==> config.mk <==
export PLATFORM = sky130hd
export DESIGN_NAME = bp_me_burst_rr_mux
export DESIGN_NICKNAME = d
export VERILOG_FILES = /design/src/rtl/bp_me_burst_rr_mux.sv
export SDC_FILE = /design/constraint.sdc
export NUM_CORES = 1
export LEC_CHECK = 0
export ABC_CLOCK_PERIOD_IN_PS = 2900
export CAP_MARGIN = 15
export CORE_AREA = 8 8 254 256
export CTS_BUF_LIST = sky130_fd_sc_hd__clkbuf_8 sky130_fd_sc_hd__clkbuf_16
export DETAILED_ROUTE_END_ITERATION = 10
export DIE_AREA = 0 0 262 264
export SYNTH_ARGS = -nofsm -noshare
export SYNTH_HDL_FRONTEND = slang
export SYNTH_SLANG_ARGS = --single-unit
==> constraint.sdc <==
create_clock -name clk_i -period 2.9 [get_ports clk_i]
set_input_delay 0.58 -clock clk_i [delete_from_list [all_inputs] [get_ports clk_i]]
set_output_delay 0.58 -clock clk_i [all_outputs]
set_load 0.02 [all_outputs]
==> src/rtl/bp_me_burst_rr_mux.sv <==
// N-to-1 round-robin mux for BedRock header+data burst streams.
// A granted channel owns the output link until its header and every data beat have been sent.
module bp_me_burst_rr_mux #(
  parameter int unsigned num_ch_p       = 3,
  parameter int unsigned header_width_p = 96,
  parameter int unsigned data_width_p   = 64,
  parameter int unsigned size_lsb_p     = 0,
  parameter int unsigned type_lsb_p     = 3,
  parameter logic [15:0] data_types_p   = 16'h0
) (
  input  logic                                 clk_i,
  input  logic                                 reset_i,
  input  logic [num_ch_p*header_width_p-1:0]   in_header_i,
  input  logic [num_ch_p-1:0]                  in_header_v_i,
  output logic [num_ch_p-1:0]                  in_header_ready_and_o,
  input  logic [num_ch_p*data_width_p-1:0]     in_data_i,
  input  logic [num_ch_p-1:0]                  in_data_v_i,
  output logic [num_ch_p-1:0]                  in_data_ready_and_o,
  output logic [header_width_p-1:0]            out_header_o,
  output logic                                 out_header_v_o,
  input  logic                                 out_header_ready_and_i,
  output logic [data_width_p-1:0]              out_data_o,
  output logic                                 out_data_v_o,
  input  logic                                 out_data_ready_and_i,
  output logic [((num_ch_p > 1) ? $clog2(num_ch_p) : 1)-1:0] grant_id_o
);

  localparam int unsigned grant_w = (num_ch_p > 1) ? $clog2(num_ch_p) : 1;
  localparam int unsigned cnt_w   = $clog2(1024 / data_width_p + 1);
  localparam int unsigned beat_lg = $clog2(data_width_p);

  typedef enum logic [1:0] {
    IDLE   = 2'd0,
    HEADER = 2'd1,
    DATA   = 2'd2
  } state_e;

  state_e               state;
  logic [grant_w-1:0]   rr_ptr;
  logic [grant_w-1:0]   grant;
  logic [cnt_w-1:0]     beat_cnt;

  logic [2*num_ch_p-1:0] req_dbl;
  logic                  arb_found;
  logic [grant_w-1:0]    arb_off;
  logic [grant_w:0]      arb_sum;
  logic [grant_w-1:0]    arb_id;
  logic [grant_w-1:0]    ptr_inc;

  logic                  hdr_v_sel;
  logic                  data_v_sel;
  logic                  hdr_hs;
  logic                  data_hs;

  logic [2:0]            msg_size;
  logic [3:0]            msg_type;
  logic                  has_data;
  logic [10:0]           msg_bits;
  logic [10:0]           beats;
  logic [cnt_w-1:0]      beats_m1;

  // Rotate requests so the search starts at rr_ptr, then map the offset back to a channel id.
  always_comb begin
    req_dbl   = {in_header_v_i, in_header_v_i} >> rr_ptr;
    arb_found = 1'b0;
    arb_off   = '0;
    for (int unsigned k = 0; k < num_ch_p; k++) begin
      if (!arb_found && req_dbl[k]) begin
        arb_found = 1'b1;
        arb_off   = grant_w'(k);
      end
    end
    arb_sum = (grant_w+1)'(rr_ptr) + (grant_w+1)'(arb_off);
    if (arb_sum >= (grant_w+1)'(num_ch_p)) begin
      arb_sum = arb_sum - (grant_w+1)'(num_ch_p);
    end
    arb_id = grant_w'(arb_sum);
  end

  assign ptr_inc = (grant == grant_w'(num_ch_p - 1)) ? '0 : grant + 1'b1;

  // Steer the granted channel onto the output; only that channel ever sees a ready.
  always_comb begin
    out_header_o          = '0;
    out_data_o            = '0;
    hdr_v_sel             = 1'b0;
    data_v_sel            = 1'b0;
    in_header_ready_and_o = '0;
    in_data_ready_and_o   = '0;
    for (int unsigned i = 0; i < num_ch_p; i++) begin
      if (grant == grant_w'(i)) begin
        out_header_o           = in_header_i[i*header_width_p +: header_width_p];
        out_data_o             = in_data_i[i*data_width_p +: data_width_p];
        hdr_v_sel              = in_header_v_i[i];
        data_v_sel             = in_data_v_i[i];
        in_header_ready_and_o[i] = (state == HEADER) && out_header_ready_and_i;
        in_data_ready_and_o[i]   = (state == DATA) && out_data_ready_and_i;
      end
    end
    out_header_v_o = (state == HEADER) && hdr_v_sel;
    out_data_v_o   = (state == DATA) && data_v_sel;
  end

  assign hdr_hs  = out_header_v_o && out_header_ready_and_i;
  assign data_hs = out_data_v_o && out_data_ready_and_i;

  // Beat count of the header on the output: max(1, message bits / beat width).
  always_comb begin
    msg_size = out_header_o[size_lsb_p +: 3];
    msg_type = out_header_o[type_lsb_p +: 4];
    has_data = data_types_p[msg_type];
    msg_bits = 11'd8 << msg_size;
    beats    = msg_bits >> beat_lg;
    if (beats == '0) begin
      beats = 11'd1;
    end
    beats_m1 = cnt_w'(beats - 11'd1);
  end

  always_ff @(posedge clk_i or posedge reset_i) begin
    if (reset_i) begin
      state    <= IDLE;
      rr_ptr   <= '0;
      grant    <= '0;
      beat_cnt <= '0;
    end else begin
      case (state)
        IDLE: begin
          if (arb_found) begin
            grant <= arb_id;
            state <= HEADER;
          end
        end
        HEADER: begin
          if (hdr_hs) begin
            if (has_data) begin
              beat_cnt <= beats_m1;
              state    <= DATA;
            end else begin
              rr_ptr <= ptr_inc;
              state  <= IDLE;
            end
          end
        end
        DATA: begin
          if (data_hs) begin
            if (beat_cnt == '0) begin
              rr_ptr <= ptr_inc;
              state  <= IDLE;
            end else begin
              beat_cnt <= beat_cnt - 1'b1;
            end
          end
        end
        default: state <= IDLE;
      endcase
    end
  end

  assign grant_id_o = grant;

endmodule

==> Yosys cells after proc, flatten, opt, wreduce, memory -nomap -nowiden <==
Memories as Yosys holds them, arrays and structs flattened.
Cells that the tools add are included.
Widths: inputs -> output; s select.
{ "totals": {"mem_bits_ro": 16, "word_cells": 87, "in_bits": 490, "output_inout_bits": 170, "n_memories": 1, "reg_bits": 11} }
{ "memory_table": {"columns": ["memory", "words", "word_bits", "read_ports", "rd_clocked_by_memory_dff", "write_ports", "line", "text"], "rows": [
  ["(name not given)", 16, 1, 1, 0, 0, "111", "has_data = data_types_p[msg_type];"]
]} }
{ "op_classes": {"shifts": 2, "n_addsub": 5, "n_eq_ne": 11, "n_reduce_logical": 19, "magnitude_cmp": 2, "mux": 43} }
{ "op_table": {"columns": ["op", "count"], "rows": [
  ["$mux 96", 3],
  ["$mux 64", 3],
  ["$mux 5", 5],
  ["$mux 2", 12],
  ["$mux 1", 17],
  ["$ne 2x2->1 const B", 6],
  ["$logic_not 11->1", 1],
  ["$shl 4x3->11 const A", 1],
  ["$pmux 5 s2", 1],
  ["$reduce_and 5->1", 2],
  ["$sub 5x1->5 const B", 2],
  ["$logic_and 1x1->1", 8],
  ["$pmux 2 s3", 1],
  ["$shr 6x2->3", 1],
  ["$logic_not 5->1", 1],
  ["$lt 4x5->1 const B", 1],
  ["$eq 2x1->1 const B", 2],
  ["$eq 2x2->1 const B", 2],
  ["$logic_not 2->1", 2],
  ["$pmux 2 s2", 1],
  ["$reduce_and 4->1", 1],
  ["$add 2x2->3", 1],
  ["$ge 3x2->1 const B", 1],
  ["$add 2x1->2 const B", 1],
  ["5 further kinds", 6]
]} }

==> Longest topological paths before layout <==
Gate-level depths: netlist (run 1).
{ "depth": {"depth_word": 11, "depth_mapped": 12, "ltp_nobuf": 11} }

==> Worst setup path before layout (run 1) <==
No wires, ideal clock.
{ "synth_path": {"kind": "input -> register", "startpoint": "in in_header_v_i[0]", "endpoint": "reg grant[0], in the netlist grant_id_o[0]", "required_time_ps": 2821, "cell_stages": 10, "arrival_ps": 2726, "path_buffers": 1, "setup_time_ps": 79, "path_slack_ps": 95, "cell_sequence": "buf_2 > or4b_1 > o32ai_1 > a31oi_1 > fa_1 > inv_1 > ha_1 > nor2b_1 > mux2_2 > mux2i_1"} }
{ "synth_between": {"elab_chain_cells": 11, "elab_cells_between_ends": 15, "classes_between": "2 x add/sub; 1 x order compare; 1 x shift; 6 x mux; 5 x reduce/logical"} }
{ "synth_lines": {"columns": ["element", "line", "text"], "rows": [
  ["start, declared", "14", "input logic [num_ch_p-1:0] in_header_v_i,"],
  ["$shr 6x2->3 (*)", "64", "req_dbl = {in_header_v_i, in_header_v_i} >> rr_ptr;"],
  ["$mux 1", "68", "if (!arb_found && req_dbl[k]) begin"],
  ["$logic_not 1->1", "68", null],
  ["$logic_and 1x1->1", "68", null],
  ["$mux 1", "68", null],
  ["$logic_not 1->1", "68", null],
  ["$logic_and 1x1->1", "68", null],
  ["$mux 2", "68", null],
  ["$add 2x2->3", "73", "arb_sum = (grant_w+1)'(rr_ptr) + (grant_w+1)'(arb_off);"],
  ["$ge 3x2->1 or $sub 2x2->2 (tied branches)", "74, 75", null],
  ["$mux 2", "74", "if (arb_sum >= (grant_w+1)'(num_ch_p)) begin"],
  ["end signal, assigned", "130", "grant <= arb_id;"],
  ["end, declared", "40", "logic [grant_w-1:0] grant;"]
]} }
Every way passes the cells marked *; elsewhere a longest branch is shown, timed or not.
A chain may end at the register's enable or synchronous reset.

==> Worst setup path after layout (run 1) <==
{ "layout_path": {"startpoint": "reg grant[0], in the netlist grant_id_o[0]", "endpoint": "out out_data_o[12]"} }
{ "layout_between": {"elab_chain_cells": 4, "elab_cells_between_ends": 6, "classes_between": "2 x eq/ne; 3 x mux; 1 x reduce/logical"} }
{ "layout_lines": {"columns": ["element", "line", "text"], "rows": [
  ["$logic_not 2->1", "91", "if (grant == grant_w'(i)) begin"],
  ["$mux 64 (2 in a row)", "91", null],
  ["$mux 64 (*)", "91", null],
  ["end, declared", "22", "output logic [data_width_p-1:0] out_data_o,"]
]} }
Marks and branches as above.

==> results.md, run 1 <==
* Critical path's slowest cell: clkdlybuf4s50_1
* Mean Syn Cell Area at 6.799 sq um
* Top cell type's share of synthesized area at 38.36%
* Pwr dens at 900.1 nW/um^2
* Post-Route Utilization at 20.05%
* Share of cells above drive strength 1 at 9.098%
* CP required at 2.32 ns
* Site Rows at 91
* Initial DRT Pass Iterations at 4
* Fmax at 352.4 MHz
* Cell taking the most area after synthesis: mux2i_1
* Register bit total from synthesis at 5
* Startpoint types: flip-flop
* P&R area growth vs syn at 190.2%
* CP cell instances: buf_12, buf_4, mux2i_1, o22ai_1, clkdlybuf4s50_1
* Die width at 262 um
* Top FF cell, synth: dfrtp_1
* Max Cap Violations at 0
* Fin area at 12190 sq um
* Minimum clock period at 2.837 ns
* Area of the die at 69170 sq um
* Synth cell types at 35
* Worst-path fanout max at 58
* Worst slew pin tran at 0.5274 ns
* CTS tree: yes
* Core area at 60800 sq um
* Routability Congestion at 0.8686
* Synthesized cell area at 4202 sq um
* Most frequent cell after synthesis: nand2_1
* Buf/Inv on CP at 3
* Vias in the first global route at 7728
* Final Skew at 0.001413 ns
* DRC violations left at 0
* Hold WC Path Type: in2async
* Vias at 7165
* Port Buffers at 651
* Fill cells at 6739
* Initial antenna violation count at 5
* Grt ovf at 0
* WP data arrival at 2.26 ns
* Post-synth top cells: nand2_1 (163), mux2i_1 (161), o22ai_1 (158)
* TritonCTS buffer count at 3
* Total placed instance area at 12060 sq um
* LEAKAGE at 4.510 nW
* Cts hold-fix bufs at 0
* Crit share post-route at 97.84%
* Root Buffer: clkbuf_16
* Starting Density at 6.910%
* Storage element area at 132.6 sq um
* WS Path Type: reg2out
* Min Hold Slack at 0.5530 ns
* Async S/R FF share, synth at 100.0%
* Synth top area cells: mux2i_1 (38%), o22ai_1 (24%), nand2_1 (15%)
* Die span in y at 264 um
* Area taken by multi-input logic gates at 3585 sq um
* CP top delay family: buffers and inverters
* Sink Count at 5
* I/O pins at 660
* Endpoint class of the critical path: output port
* Antenna Nets Post-Route at 0
* Detail Placement HPWL at 35340 um
* Final Hold Vio Count at 0
* Drt total wl at 38900 um
* Setup-failing EPs final at 0
* Cell count after synthesis at 618
* Maximum vdd drop at 0.6572 mV
* WL/cell at 19.10 um
* Max transition margin at 64.84%
* FF-to-FF setup slack at 0.23 ns
* 1st-iter DRT viols at 305
* Worst-skew pair later-pin latency at 0.22 ns
* CTS clk-pin slew, worst paths at 0.03 ns
* Final #Nets at 1736
* EDFF count, synth at 0
* Global-route wire length before repair at 52200 um
* Slowest Stage Delay on Critical Path at 0.56 ns
* Unrepaired setup endpoints after global routing: true
* Number of vias per cell at 3.517
* Sequential share of the synthesized area at 2.978%
* Largest net degree at the start of global routing at 110
* Status: complete, no violations
* Synthesis Warnings at 0
* Max H-tree Level at 1
* Total track usage at 10.21%
* CTS max path bufs at 2
* Max Slew Vio Count at 0
==> worst register-to-register path: stages (launching register included) <==
cell	delay [ns]
dfrtp_1	0.46
or4b_4	0.56
o32ai_2	0.12
a31oi_1	0.09
fa_1	0.52
inv_1	0.05
ha_2	0.20
nor2b_4	0.13
mux2_2	0.34
mux2i_1	0.13
==> layer usage <==
layer | track usage, % | part of all wire (%) | vias to the layer above
met4 | 2.450 | 2.0 | 4
li1 | - | - | 3561
met5 | 0 | 0.069 | -
met1 | 10.52 | 36 | 3134
met3 | 3.979 | 12 | 30
met2 | 19.10 | 50 | 436
==> cell families (layout without fill, tap and decap cells) <==
kind of cell / Yosys count / after routing / share of synthesized area (%)
other: 1 / 9 / 0.08925
AO/OA/AOI/OAI: 173 / 173 / 25.82
multiplexers: 164 / 164 / 39.16
adder cells (fa/ha/maj): 3 / 3 / 1.072
AND/OR/NAND/NOR: 187 / 187 / 18.17
buffers and inverters: 85 / 706 / 12.72
flip-flops: 5 / 5 / 2.978
==> final timing paths <==
check | start | to | depth (start not counted)
worst max-delay path | grant_id_o[0] | out_data_o[12] | 5
worst min-delay path | reset_i | grant_id_o[1] | 2
worst max register to register | rr_ptr[1] | grant_id_o[0] | 9
worst min register to register | rr_ptr[1] | rr_ptr[1] | 2
max in group asynchronous | reset_i | grant_id_o[0] | 2
min in group clk_i | rr_ptr[1] | rr_ptr[1] | 2
==> layout by cell type (no fill, tap or decap), drive strengths merged, types with 5 or more instances in the layout <==
cell | Yosys | final
buf | 65 | 99
diode | 0 | 5
nand2 | 163 | 163
o22ai | 158 | 158
nor2 | 6 | 6
mux2i | 161 | 161
dfrtp | 5 | 5
inv | 6 | 7
clkdlybuf4s50 | 0 | 594
==> stage by stage <==
stage	TNS, ns	worst slack (ns)	power, mW	std cells
2_1_floorplan	0	0.09502	5.245	621
3_3_place_gp	-0.6319	-0.3596	10.81	2027
3_5_place_dp	-0.9573	-0.5352	10.89	2027
4_1_cts	0	0.0009339	11.19	2032
5_1_grt	-0.005848	-0.005848	11.62	2033
6_report	0	0.06268	10.97	2037
==> sequential cells by signal, summed over array words and instances (netlist names) <==
signal and count:
state 1, grant_id_o 2, rr_ptr 2
==> final cells by class <==
type                       instances  area share (%)
tap                              790           8.107
sequential                         5           1.088
inverter                           6          0.1847
clock buffer                       3          0.6157
clock inverter                     1         0.03079
timing repair buffer             696           60.47
multi-input combinational        531           29.40
antenna                            5          0.1026
==> what timing repair did <==
item                                    in CTS  in global routing
pin swaps                                    3                  2
endpoints found under the setup margin       2                  3
setup buffers                                1                  0
resized for setup                            8                  4
==> power by group <==
| part | total (mW) | switching [mW] | internal (mW) |
|---|---|---|---|
| clock network | 0.219 | 0.0408 | 0.178 |
| logic | 10.6 | 5.53 | 5.07 |
| registers | 0.162 | 0.0513 | 0.110 |
| total | 11.0 | 5.62 | 5.36 |
No activity file was read; power rests on OpenSTA's default activity.
==> run 2: changes to the inputs <==
--- a/config.mk
+++ b/config.mk
@@ -9,6 +9,7 @@
 export CAP_MARGIN = 15
 export CORE_AREA = 8 8 254 256
 export CTS_BUF_LIST = sky130_fd_sc_hd__clkbuf_8 sky130_fd_sc_hd__clkbuf_16
+export CTS_CLUSTER_SIZE = 20
 export DETAILED_ROUTE_END_ITERATION = 10
 export DIE_AREA = 0 0 262 264
 export SYNTH_ARGS = -nofsm -noshare
==> results of run 2 <==
Final layout, timing and power as in run 1 (identical DEF).
==> run 3: changes to the inputs <==
--- a/config.mk
+++ b/config.mk
@@ -12,6 +12,7 @@
 export CTS_CLUSTER_SIZE = 20
 export DETAILED_ROUTE_END_ITERATION = 10
 export DIE_AREA = 0 0 262 264
+export GPL_TIMING_DRIVEN = 1
 export SYNTH_ARGS = -nofsm -noshare
 export SYNTH_HDL_FRONTEND = slang
 export SYNTH_SLANG_ARGS = --single-unit
==> results of run 3 <==
Final layout, timing and power as in run 1 (identical DEF).
